## config.mk

```make
export PLATFORM = sky130hd
export DESIGN_NAME = regex_cpu_queued
export DESIGN_NICKNAME = d
export VERILOG_FILES = /design/src/rtl/regex_cpu_queued.sv
export SDC_FILE = /design/constraint.sdc
export NUM_CORES = 1
export LEC_CHECK = 0
export CAP_MARGIN = 20
export CORE_ASPECT_RATIO = 1.1
export CORE_UTILIZATION = 58
export DETAILED_ROUTE_END_ITERATION = 12
export HOLD_SLACK_MARGIN = 0.05
export PLACE_DENSITY_LB_ADDON = 0.15
export RECOVER_POWER = 25
export REMOVE_ABC_BUFFERS = 1
export SLEW_MARGIN = 25
export SYNTH_ARGS = -nofsm -noshare
export SYNTH_HDL_FRONTEND = slang
export SYNTH_SLANG_ARGS = --single-unit
```

## constraint.sdc

```tcl
create_clock -name clk -period 4.9 [get_ports clk]
set_input_delay 1.225 -clock clk [delete_from_list [all_inputs] [get_ports clk]]
set_output_delay 1.225 -clock clk [all_outputs]
set_load 0.1 [all_outputs]
```

## src/rtl/regex_cpu_queued.sv

```systemverilog
// Regex execution core with an input pc queue: pops a pc, fetches its instruction, executes it, emits 0..2 pcs.
// Optional perf counters: define REGEX_CPU_PERF_COUNTERS_EN. Instruction word = {opcode[3:0], data}.
module regex_cpu_queued #(
    parameter int PC_WIDTH          = 8,
    parameter int CC_ID_BITS        = 1,
    parameter int CHARACTER_WIDTH   = 8,
    parameter int MEMORY_WIDTH      = 16,
    parameter int MEMORY_ADDR_WIDTH = 11,
    parameter int INPUT_FIFO_DEPTH  = 4
) (
    input  logic                                         clk,
    input  logic                                         rst,
    input  logic [(2**CC_ID_BITS)*CHARACTER_WIDTH-1:0]   current_characters,
    input  logic                                         input_pc_valid,
    input  logic [PC_WIDTH-1:0]                          input_pc,
    input  logic [CC_ID_BITS-1:0]                        input_cc_id,
    output logic                                         input_pc_ready,
    output logic                                         memory_valid,
    output logic [MEMORY_ADDR_WIDTH-1:0]                 memory_addr,
    input  logic                                         memory_ready,
    input  logic [MEMORY_WIDTH-1:0]                      memory_data,
    output logic                                         output_pc_valid,
    output logic [PC_WIDTH-1:0]                          output_pc,
    output logic [CC_ID_BITS-1:0]                        output_cc_id,
    input  logic                                         output_pc_ready,
    output logic                                         accepts,
    output logic [CC_ID_BITS-1:0]                        accepts_cc_id,
`ifdef REGEX_CPU_PERF_COUNTERS_EN
    output logic [31:0]                                  perf_instr_count,
    output logic [31:0]                                  perf_accept_count,
`endif
    output logic                                         illegal_opcode
);

    // state    | meaning
    // IDLE     | waiting for a queued pc; pops it when present
    // FETCH    | memory request held until memory_ready
    // WAIT_MEM | instruction word arrives, captured at end of cycle
    // EXEC     | decode and evaluate against current character
    // OUT1     | first (or only) next pc offered
    // OUT2     | second SPLIT target offered

    localparam int OPCODE_WIDTH = 4;
    localparam int DATA_WIDTH   = MEMORY_WIDTH - OPCODE_WIDTH;
    localparam int PTR_W        = $clog2(INPUT_FIFO_DEPTH);
    localparam int CNT_W        = PTR_W + 1;
    localparam int ENTRY_W      = PC_WIDTH + CC_ID_BITS;

    localparam logic [OPCODE_WIDTH-1:0] OP_ACCEPT         = 4'h0;
    localparam logic [OPCODE_WIDTH-1:0] OP_SPLIT          = 4'h1;
    localparam logic [OPCODE_WIDTH-1:0] OP_MATCH_CHAR     = 4'h2;
    localparam logic [OPCODE_WIDTH-1:0] OP_JMP            = 4'h3;
    localparam logic [OPCODE_WIDTH-1:0] OP_END_NO_ACCEPT  = 4'h4;
    localparam logic [OPCODE_WIDTH-1:0] OP_MATCH_ANY      = 4'h5;
    localparam logic [OPCODE_WIDTH-1:0] OP_ACCEPT_PARTIAL = 4'h6;
    localparam logic [OPCODE_WIDTH-1:0] OP_NOT_MATCH_CHAR = 4'h7;

    typedef enum logic [2:0] {
        IDLE     = 3'd0,
        FETCH    = 3'd1,
        WAIT_MEM = 3'd2,
        EXEC     = 3'd3,
        OUT1     = 3'd4,
        OUT2     = 3'd5
    } state_t;

    logic [ENTRY_W-1:0]           fifo_q [INPUT_FIFO_DEPTH];
    logic [ENTRY_W-1:0]           fifo_d [INPUT_FIFO_DEPTH];
    logic [PTR_W-1:0]             wr_ptr_q, wr_ptr_d, rd_ptr_q, rd_ptr_d;
    logic [CNT_W-1:0]             count_q, count_d;
    logic                         ready_q, ready_d;
    logic                         push, pop;

    state_t                       state_q, state_d;
    logic [PC_WIDTH-1:0]          cur_pc_q, cur_pc_d;
    logic [CC_ID_BITS-1:0]        cur_cc_q, cur_cc_d;
    logic                         mem_valid_q, mem_valid_d;
    logic [MEMORY_ADDR_WIDTH-1:0] mem_addr_q, mem_addr_d;
    logic [MEMORY_WIDTH-1:0]      instr_q, instr_d;
    logic                         out_valid_q, out_valid_d;
    logic [PC_WIDTH-1:0]          out_pc_q, out_pc_d;
    logic [CC_ID_BITS-1:0]        out_cc_q, out_cc_d;
    logic [PC_WIDTH-1:0]          split_pc_q, split_pc_d;
    logic                         split_pend_q, split_pend_d;
    logic                         accepts_q, accepts_d;
    logic [CC_ID_BITS-1:0]        accepts_cc_q, accepts_cc_d;
    logic                         illegal_q, illegal_d;

    logic [OPCODE_WIDTH-1:0]      opcode;
    logic [DATA_WIDTH-1:0]        data;
    logic [CHARACTER_WIDTH-1:0]   ch;
    logic [PC_WIDTH-1:0]          pc_inc;
    logic [CC_ID_BITS-1:0]        cc_inc;
    logic [PC_WIDTH-1:0]          head_pc;
    logic [CC_ID_BITS-1:0]        head_cc;
    logic                         unused_instr_bits;

    assign push    = input_pc_valid && ready_q;
    assign pop     = (state_q == IDLE) && (count_q != '0);
    assign head_pc = fifo_q[rd_ptr_q][ENTRY_W-1 -: PC_WIDTH];
    assign head_cc = fifo_q[rd_ptr_q][CC_ID_BITS-1:0];

    always_comb begin
        fifo_d   = fifo_q;
        wr_ptr_d = wr_ptr_q;
        rd_ptr_d = rd_ptr_q;
        count_d  = count_q;
        if (push) begin
            fifo_d[wr_ptr_q] = {input_pc, input_cc_id};
            wr_ptr_d         = wr_ptr_q + PTR_W'(1);
        end
        if (pop) begin
            rd_ptr_d = rd_ptr_q + PTR_W'(1);
        end
        if (push && !pop) begin
            count_d = count_q + CNT_W'(1);
        end else if (pop && !push) begin
            count_d = count_q - CNT_W'(1);
        end
        ready_d = (count_d != CNT_W'(INPUT_FIFO_DEPTH));
    end

    always_ff @(posedge clk or posedge rst) begin
        if (rst) begin
            for (int i = 0; i < INPUT_FIFO_DEPTH; i++) begin
                fifo_q[i] <= '0;
            end
            wr_ptr_q <= '0;
            rd_ptr_q <= '0;
            count_q  <= '0;
            ready_q  <= 1'b0;
        end else begin
            fifo_q   <= fifo_d;
            wr_ptr_q <= wr_ptr_d;
            rd_ptr_q <= rd_ptr_d;
            count_q  <= count_d;
            ready_q  <= ready_d;
        end
    end

    assign opcode = instr_q[MEMORY_WIDTH-1 -: OPCODE_WIDTH];
    assign data   = instr_q[DATA_WIDTH-1:0];
    assign ch     = current_characters[int'(cur_cc_q)*CHARACTER_WIDTH +: CHARACTER_WIDTH];
    assign pc_inc = cur_pc_q + PC_WIDTH'(1);
    assign cc_inc = cur_cc_q + CC_ID_BITS'(1);
    assign unused_instr_bits = ^instr_q;

    always_comb begin
        state_d      = state_q;
        cur_pc_d     = cur_pc_q;
        cur_cc_d     = cur_cc_q;
        mem_valid_d  = mem_valid_q;
        mem_addr_d   = mem_addr_q;
        instr_d      = instr_q;
        out_valid_d  = out_valid_q;
        out_pc_d     = out_pc_q;
        out_cc_d     = out_cc_q;
        split_pc_d   = split_pc_q;
        split_pend_d = split_pend_q;
        accepts_d    = 1'b0;
        accepts_cc_d = accepts_cc_q;
        illegal_d    = illegal_q;
        case (state_q)
            IDLE: begin
                if (pop) begin
                    cur_pc_d    = head_pc;
                    cur_cc_d    = head_cc;
                    mem_valid_d = 1'b1;
                    mem_addr_d  = MEMORY_ADDR_WIDTH'(head_pc);
                    state_d     = FETCH;
                end
            end
            FETCH: begin
                if (memory_ready) begin
                    mem_valid_d = 1'b0;
                    state_d     = WAIT_MEM;
                end
            end
            WAIT_MEM: begin
                instr_d = memory_data;
                state_d = EXEC;
            end
            EXEC: begin
                state_d = IDLE;
                case (opcode)
                    OP_ACCEPT: begin
                        if (ch == '0) begin
                            accepts_d    = 1'b1;
                            accepts_cc_d = cur_cc_q;
                        end
                    end
                    OP_ACCEPT_PARTIAL: begin
                        accepts_d    = 1'b1;
                        accepts_cc_d = cur_cc_q;
                    end
                    OP_MATCH_CHAR: begin
                        if (ch == data[CHARACTER_WIDTH-1:0]) begin
                            out_valid_d = 1'b1;
                            out_pc_d    = pc_inc;
                            out_cc_d    = cc_inc;
                            state_d     = OUT1;
                        end
                    end
                    OP_NOT_MATCH_CHAR: begin
                        if (ch != data[CHARACTER_WIDTH-1:0]) begin
                            out_valid_d = 1'b1;
                            out_pc_d    = pc_inc;
                            out_cc_d    = cur_cc_q;
                            state_d     = OUT1;
                        end
                    end
                    OP_MATCH_ANY: begin
                        if (ch != '0) begin
                            out_valid_d = 1'b1;
                            out_pc_d    = pc_inc;
                            out_cc_d    = cc_inc;
                            state_d     = OUT1;
                        end
                    end
                    OP_JMP: begin
                        out_valid_d = 1'b1;
                        out_pc_d    = data[PC_WIDTH-1:0];
                        out_cc_d    = cur_cc_q;
                        state_d     = OUT1;
                    end
                    OP_SPLIT: begin
                        out_valid_d  = 1'b1;
                        out_pc_d     = pc_inc;
                        out_cc_d     = cur_cc_q;
                        split_pc_d   = data[PC_WIDTH-1:0];
                        split_pend_d = 1'b1;
                        state_d      = OUT1;
                    end
                    OP_END_NO_ACCEPT: begin
                    end
                    default: begin
                        illegal_d = 1'b1;
                    end
                endcase
            end
            OUT1: begin
                if (output_pc_ready) begin
                    if (split_pend_q) begin
                        // cc_id is unchanged for the second SPLIT target
                        out_pc_d     = split_pc_q;
                        split_pend_d = 1'b0;
                        state_d      = OUT2;
                    end else begin
                        out_valid_d = 1'b0;
                        state_d     = IDLE;
                    end
                end
            end
            OUT2: begin
                if (output_pc_ready) begin
                    out_valid_d = 1'b0;
                    state_d     = IDLE;
                end
            end
            default: begin
                state_d = IDLE;
            end
        endcase
    end

    always_ff @(posedge clk or posedge rst) begin
        if (rst) begin
            state_q      <= IDLE;
            cur_pc_q     <= '0;
            cur_cc_q     <= '0;
            mem_valid_q  <= 1'b0;
            mem_addr_q   <= '0;
            instr_q      <= '0;
            out_valid_q  <= 1'b0;
            out_pc_q     <= '0;
            out_cc_q     <= '0;
            split_pc_q   <= '0;
            split_pend_q <= 1'b0;
            accepts_q    <= 1'b0;
            accepts_cc_q <= '0;
            illegal_q    <= 1'b0;
        end else begin
            state_q      <= state_d;
            cur_pc_q     <= cur_pc_d;
            cur_cc_q     <= cur_cc_d;
            mem_valid_q  <= mem_valid_d;
            mem_addr_q   <= mem_addr_d;
            instr_q      <= instr_d;
            out_valid_q  <= out_valid_d;
            out_pc_q     <= out_pc_d;
            out_cc_q     <= out_cc_d;
            split_pc_q   <= split_pc_d;
            split_pend_q <= split_pend_d;
            accepts_q    <= accepts_d;
            accepts_cc_q <= accepts_cc_d;
            illegal_q    <= illegal_d;
        end
    end

`ifdef REGEX_CPU_PERF_COUNTERS_EN
    logic [31:0] instr_cnt_q, instr_cnt_d, accept_cnt_q, accept_cnt_d;

    always_comb begin
        instr_cnt_d  = instr_cnt_q;
        accept_cnt_d = accept_cnt_q;
        if (state_q == EXEC && instr_cnt_q != '1) begin
            instr_cnt_d = instr_cnt_q + 32'd1;
        end
        if (accepts_d && accept_cnt_q != '1) begin
            accept_cnt_d = accept_cnt_q + 32'd1;
        end
    end

    always_ff @(posedge clk or posedge rst) begin
        if (rst) begin
            instr_cnt_q  <= '0;
            accept_cnt_q <= '0;
        end else begin
            instr_cnt_q  <= instr_cnt_d;
            accept_cnt_q <= accept_cnt_d;
        end
    end

    assign perf_instr_count  = instr_cnt_q;
    assign perf_accept_count = accept_cnt_q;
`endif

    assign input_pc_ready  = ready_q;
    assign memory_valid    = mem_valid_q;
    assign memory_addr     = mem_addr_q;
    assign output_pc_valid = out_valid_q;
    assign output_pc       = out_pc_q;
    assign output_cc_id    = out_cc_q;
    assign accepts         = accepts_q;
    assign accepts_cc_id   = accepts_cc_q;
    assign illegal_opcode  = illegal_q;

endmodule

```

==> flow_summary.json, run 1 <==
{
  "outcome": "finished, final reports clean",
  "skew_ps": 11.4,
  "maxCapViolCount": 0,
  "ir_drop_mv": 0.354,
  "rsz0062_at_grt": "false",
  "area_delta_synth_final_pct": 20.5,
  "synth_cells": 356,
  "leakagePower_uw": 0.00230,
  "yosys_most_used_dff": "dfrtp_1",
  "fill_cells": 547,
  "critPathTopFamily": "buffers and inverters",
  "min_path_type": "flop to flop",
  "critical_path.cell_chain": "clkdlybuf4s50_1",
  "ys_seq_area_share_pct": 50.7,
  "layout.cells.non_filler": 532,
  "arrival_ps": 2020,
  "fin_util_pct": 72.4,
  "initial_utilization_pct": 60.1,
  "holdBufCountCts": 0,
  "clk_latency_ps": 360,
  "cts_tree": "done",
  "yosysWarnings": 0,
  "place_congestion": 0.778,
  "die-area_um2": 8100,
  "cts_setup_buffers": 0,
  "mostFrequentLayoutCell": "dfrtp_1",
  "grt.overflow.total": 0,
  "hold_viol_final": 0,
  "clk_pin_slew_ps": 90,
  "drt_iter0_drc": 141,
  "drive_gt1_share_pct": 23.9,
  "cts_buffers": 9,
  "min_period_over_period_pct": 66.1,
  "final_antenna_net_count": 0,
  "fmax_mhz": 309,
  "mostFrequentLayoutCells": "91 x dfrtp_1, 65 x mux2_2, 61 x clkdlybuf4s50_1, 29 x nand2_1, 15 x o21ai_0",
  "cellPowerDensity_nw_per_um2": 753,
  "nets": 476,
  "critPathLaunchType": "flop",
  "cts_max_path_buffers": 2,
  "antennaDiodeCount": 0,
  "synth_area_um2": 4490,
  "grt_use_total_pct": 24.4,
  "max_slew.worst_pin.slew_ps": 1060,
  "cts.sinks": 91,
  "grt_pass1_wl_um": 14900,
  "firstDrtPassIters": 4,
  "min_from": "illegal_opcode$_DFFE_PP0P_",
  "path_max_fanout": 5,
  "timing.critical_path.from": "cur_pc_q[4]$_DFFE_PP0P_",
  "fin_crit_ps": 3240,
  "reg2reg_from": "cur_cc_q$_DFFE_PP0P_",
  "drcViolationCount": 0,
  "wl_per_cell_um": 16.8,
  "cts.htree.levels": 3,
  "synth-async-reset-ratio_pct": 100,
  "die_w_um": 85.9,
  "drt_wl_total_um": 8960,
  "cp_num_buf_inv": 1,
  "port_buffers": 64,
  "slowest_stage": "clkdlybuf4s50_1",
  "vias": 2986,
  "cts-root-buf": "clkbuf_8",
  "hpwl_um": 6330,
  "required_ps": 3670,
  "relSlewSlack_pct": 29.0,
  "finalSetupViolations": 0,
  "syn-mean-instance-area_um2": 12.6,
  "crit_path_max_incr_delay_ps": 1180,
  "coreArea_um2": 7470,
  "grt_max_degree": 39,
  "io_pins": 72,
  "post_cts_resize_count": 0,
  "dp_cells": 516,
  "tns_ps": 0,
  "end_kind": "output pin",
  "yosys.cell_types.count": 45,
  "synth_edf_count": 0,
  "grt_pass1_vias": 3100,
  "antenna_found_initial": 0,
  "crit_type": "flop to output pin",
  "vias_per_cell": 5.61,
  "die_y_um": 94.3,
  "num_rows": 33,
  "slew_violations": 0,
  "synth_seq_cells": 91
}
==> final timing paths <==
path                                              endpoint  slack, ps  cells past startpoint
worst min register to register  illegal_opcode$_DFFE_PP0P_        470                      1
worst max register to register    output_pc[4]$_DFFE_PP0P_       2090                      6
min in group asynchronous         output_pc[0]$_DFFE_PP0P_       1400                      2
max in group asynchronous         memory_valid$_DFFE_PP0P_       2580                      3
worst min-delay path            illegal_opcode$_DFFE_PP0P_        470                      1
worst max-delay path                        memory_addr[4]       1660                      1
==> sequential cells by signal, indices dropped and copies added (netlist names), 2 cells and up <==
name	count
fifo_q	36
instr_q	12
cur_pc_q	8
output_pc	8
split_pc_q	8
count_q	3
state_q	3
rd_ptr_q	2
wr_ptr_q	2
==> synthesized netlist by cell type, types with 3 or more instances <==
library cell,instances,area [um^2]
nor4_1,6,37.5
mux2i_1,12,120
and3_1,5,31.3
o21ai_0,15,75.1
mux2_4,5,75.1
xor2_1,7,61.3
buf_4,3,22.5
dfrtp_1,91,2280
inv_1,13,48.8
ha_1,8,100
nand2_1,29,109
a211oi_1,6,45.0
nor2_1,10,37.5
xnor2_1,14,123
nand3_1,7,35.0
mux2_2,65,732
clkbuf_1,6,22.5
mux4_2,9,203
a21oi_1,12,60.1
==> through the flow <==
stage	power [uW]	setup WS (ps)	hold WS, ps	instance area, um^2
after floorplan	3060	1310	444	4410
after global placement	3500	1310	440	5210
after detailed placement	3570	1300	456	5210
after CTS	4100	1640	475	5410
after global routing	4320	1440	497	5410
final	4070	1660	468	5410
==> routing by layer <==
layer	part of all wire [%]	GRT usage [%]	routed length, um	up-vias
met5	0	0	0	-
met4	1.8	9.17	157	0
met3	4.2	5.01	375	13
met2	51	40.8	4540	70
met1	43	31.2	3890	1493
li1	-	-	-	1410
==> where the power goes <==
part	internal [uW]	total [uW]	switching [uW]
logic	873	2070	1200
clock network	253	518	266
registers	1130	1480	359
==> area by class of cell <==
cell class	instances	area, um^2	area share (%)
sequential	91	2280	42.1
multi-input combinational	240	2090	38.6
timing repair buffer	67	663	12.3
clock buffer	11	141	2.61
tap	105	131	2.43
clock inverter	5	61.3	1.13
inverter	13	50.0	0.925
==> kinds of logic (layout without fill, tap and decap cells) <==
logic type / count (synthesis) / in the layout / synth area share, %
XOR/XNOR: 21 / 21 / 4.10
buffers and inverters: 27 / 96 / 2.95
AND/OR/NAND/NOR: 76 / 76 / 9.33
other: 1 / 3 / 0.0835
flip-flops: 91 / 91 / 50.7
multiplexers: 91 / 91 / 25.2
AO/OA/AOI/OAI: 41 / 41 / 5.43
adder cells (fa/ha/maj): 8 / 8 / 2.23
(Power assumes the default switching activity.)
==> inputs of run 2 (changes only) <==
--- a/config.mk
+++ b/config.mk
@@ -7,7 +7,7 @@
 export LEC_CHECK = 0
 export CAP_MARGIN = 20
 export CORE_ASPECT_RATIO = 1.1
-export CORE_UTILIZATION = 58
+export CORE_UTILIZATION = 48
 export DETAILED_ROUTE_END_ITERATION = 12
 export HOLD_SLACK_MARGIN = 0.05
 export PLACE_DENSITY_LB_ADDON = 0.15
==> constraint.sdc (replaced) <==
create_clock -name clk -period 2.7 [get_ports clk]
set_input_delay 0.675 -clock clk [delete_from_list [all_inputs] [get_ports clk]]
set_output_delay 0.675 -clock clk [all_outputs]
set_load 0.1 [all_outputs]
==> flow_summary.json, run 2 (synthesized netlist as in run 1, its figures left out) <==
{
  "fin_area_um2": 5500,
  "leakagePower_uw": 0.00239,
  "cts_max_path_buffers": 2,
  "cp_num_buf_inv": 2,
  "outcome": "finished, final reports clean",
  "max_slew.worst_pin.slew_ps": 909,
  "nets": 491,
  "relSlewSlack_pct": 39.1,
  "place_congestion": 0.780,
  "min_period_over_period_pct": 96.6,
  "mostFrequentLayoutCells": "90 x dfrtp_1, 65 x mux2_2, 39 x clkdlybuf4s50_1, 38 x buf_4, 29 x nand2_1",
  "rsz0062_at_grt": "false",
  "cellPowerDensity_nw_per_um2": 1350,
  "arrival_ps": 2860,
  "firstDrtPassIters": 5,
  "reg2regPathDepth": 7,
  "critical_path.cell_chain": "clkdlybuf4s50_1 > mux2i_1 > xnor2_1 > or4_1 > nor4_4 > nor3_4 > buf_12 > mux2_4",
  "min_path_type": "flop to flop",
  "path_max_fanout": 9,
  "holdBufCountCts": 0,
  "wl_per_cell_um": 16.4,
  "drt_wl_total_um": 9120,
  "coreArea_um2": 8960,
  "final_antenna_net_count": 0,
  "required_ps": 2950,
  "end_kind": "flop",
  "die-area_um2": 9750,
  "cts.htree.levels": 3,
  "placedInstanceArea_um2": 5270,
  "clk_latency_ps": 360,
  "critPathTopFamily": "simple AND/OR/NAND/NOR gates",
  "setup_slack_ps": 92.3,
  "largest_reg_flops": 36,
  "fin_util_pct": 61.4,
  "fmax_mhz": 383,
  "drt_iter0_drc": 127,
  "ir_drop_mv": 0.747,
  "initial_utilization_pct": 50.1,
  "vias_per_cell": 5.41,
  "antenna_found_initial": 0,
  "slowest_stage": "or4_1",
  "grt_max_degree": 41,
  "die_y_um": 103,
  "hpwl_um": 6570,
  "top_register": "fifo_q",
  "cts_tree": "done",
  "mostFrequentLayoutCell": "dfrtp_1",
  "drive_gt1_share_pct": 31.4,
  "critPathLaunchType": "input port",
  "antennaDiodeCount": 0,
  "port_buffers": 64,
  "cts-root-buf": "clkbuf_8",
  "finalSetupViolations": 0,
  "num_rows": 36,
  "area_delta_synth_final_pct": 22.5,
  "cts_buffers": 9,
  "critical_path_depth": 8,
  "crit_type": "input port to flop",
  "grt_use_total_pct": 20.2,
  "fin_crit_ps": 2610,
  "post-place-ws_ps": -374,
  "slew_violations": 0,
  "grt_pass1_vias": 2986,
  "die_w_um": 94.2,
  "cts.sinks": 91,
  "grt_pass1_wl_um": 14700,
  "skew_ps": 11.8,
  "grt.overflow.total": 0,
  "drcViolationCount": 0,
  "crit_path_max_incr_delay_ps": 590,
  "clk_pin_slew_ps": 90,
  "whs_path_depth": 1,
  "vias": 3009,
  "io_pins": 72,
  "reg_top3": "fifo_q x36, instr_q x12",
  "hold_viol_final": 0,
  "maxCapViolCount": 0
}
[run 2: path summary, 6_finish.rpt]
check	start	to	slack, ps
max	current_characters[6]	output_pc[1]$_DFFE_PP0P_	90
min	illegal_opcode$_DFFE_PP0P_	illegal_opcode$_DFFE_PP0P_	480
max reg2reg	cur_cc_q$_DFFE_PP0P_	output_pc[1]$_DFFE_PP0P_	240
min reg2reg	illegal_opcode$_DFFE_PP0P_	illegal_opcode$_DFFE_PP0P_	480
max in group asynchronous	rst	fifo_q[33]$_DFFE_PP0P_	700
min in group asynchronous	rst	output_pc[0]$_DFFE_PP0P_	910
[run 2: layer usage]
layer	vias to the layer above	share of wire [%]	wire [um]	global-route usage, %
met5	-	0	0	0
met4	0	1.6	144	8.76
met3	12	3.7	341	2.85
met2	64	51	4610	34.7
met1	1493	44	4030	25.7
li1	1440	-	-	-
[run 2: power by group]
part	switching, uW	internal, uW
sequential	628	2050
combinational	2210	1600
clock	464	458
[run 2: worst reg2reg max path, delay by kind of cell (launching register included)]
kind | cells | cell delay, ps
XOR/XNOR | 1 | 100
multiplexers | 2 | 570
flip-flops | 1 | 530
buffers and inverters | 1 | 160
AND/OR/NAND/NOR | 3 | 990
[run 2: final cells by class]
type,count,area (um^2)
clock buffer,13,149
clock inverter,3,47.5
fill,751,3460
inverter,13,50.0
multi-input combinational,240,2090
sequential,91,2280
tap,114,143
timing repair buffer,82,739
[run 2: timing repair]
item	CTS	global route
gates resized for setup	0	2
setup buffers	2	0
setup endpoints to repair	1	6
pin swaps	1	0
[run 2: through the flow]
step	total power [uW]	cells	TNS [ps]	hold WS, ps
final	7400	556	0	481
after global routing	7860	556	0	506
after CTS	7460	556	0	488
after detailed placement	6500	538	-3330	468
after global placement	6400	538	-2510	442
after floorplan	5550	344	-30810	444
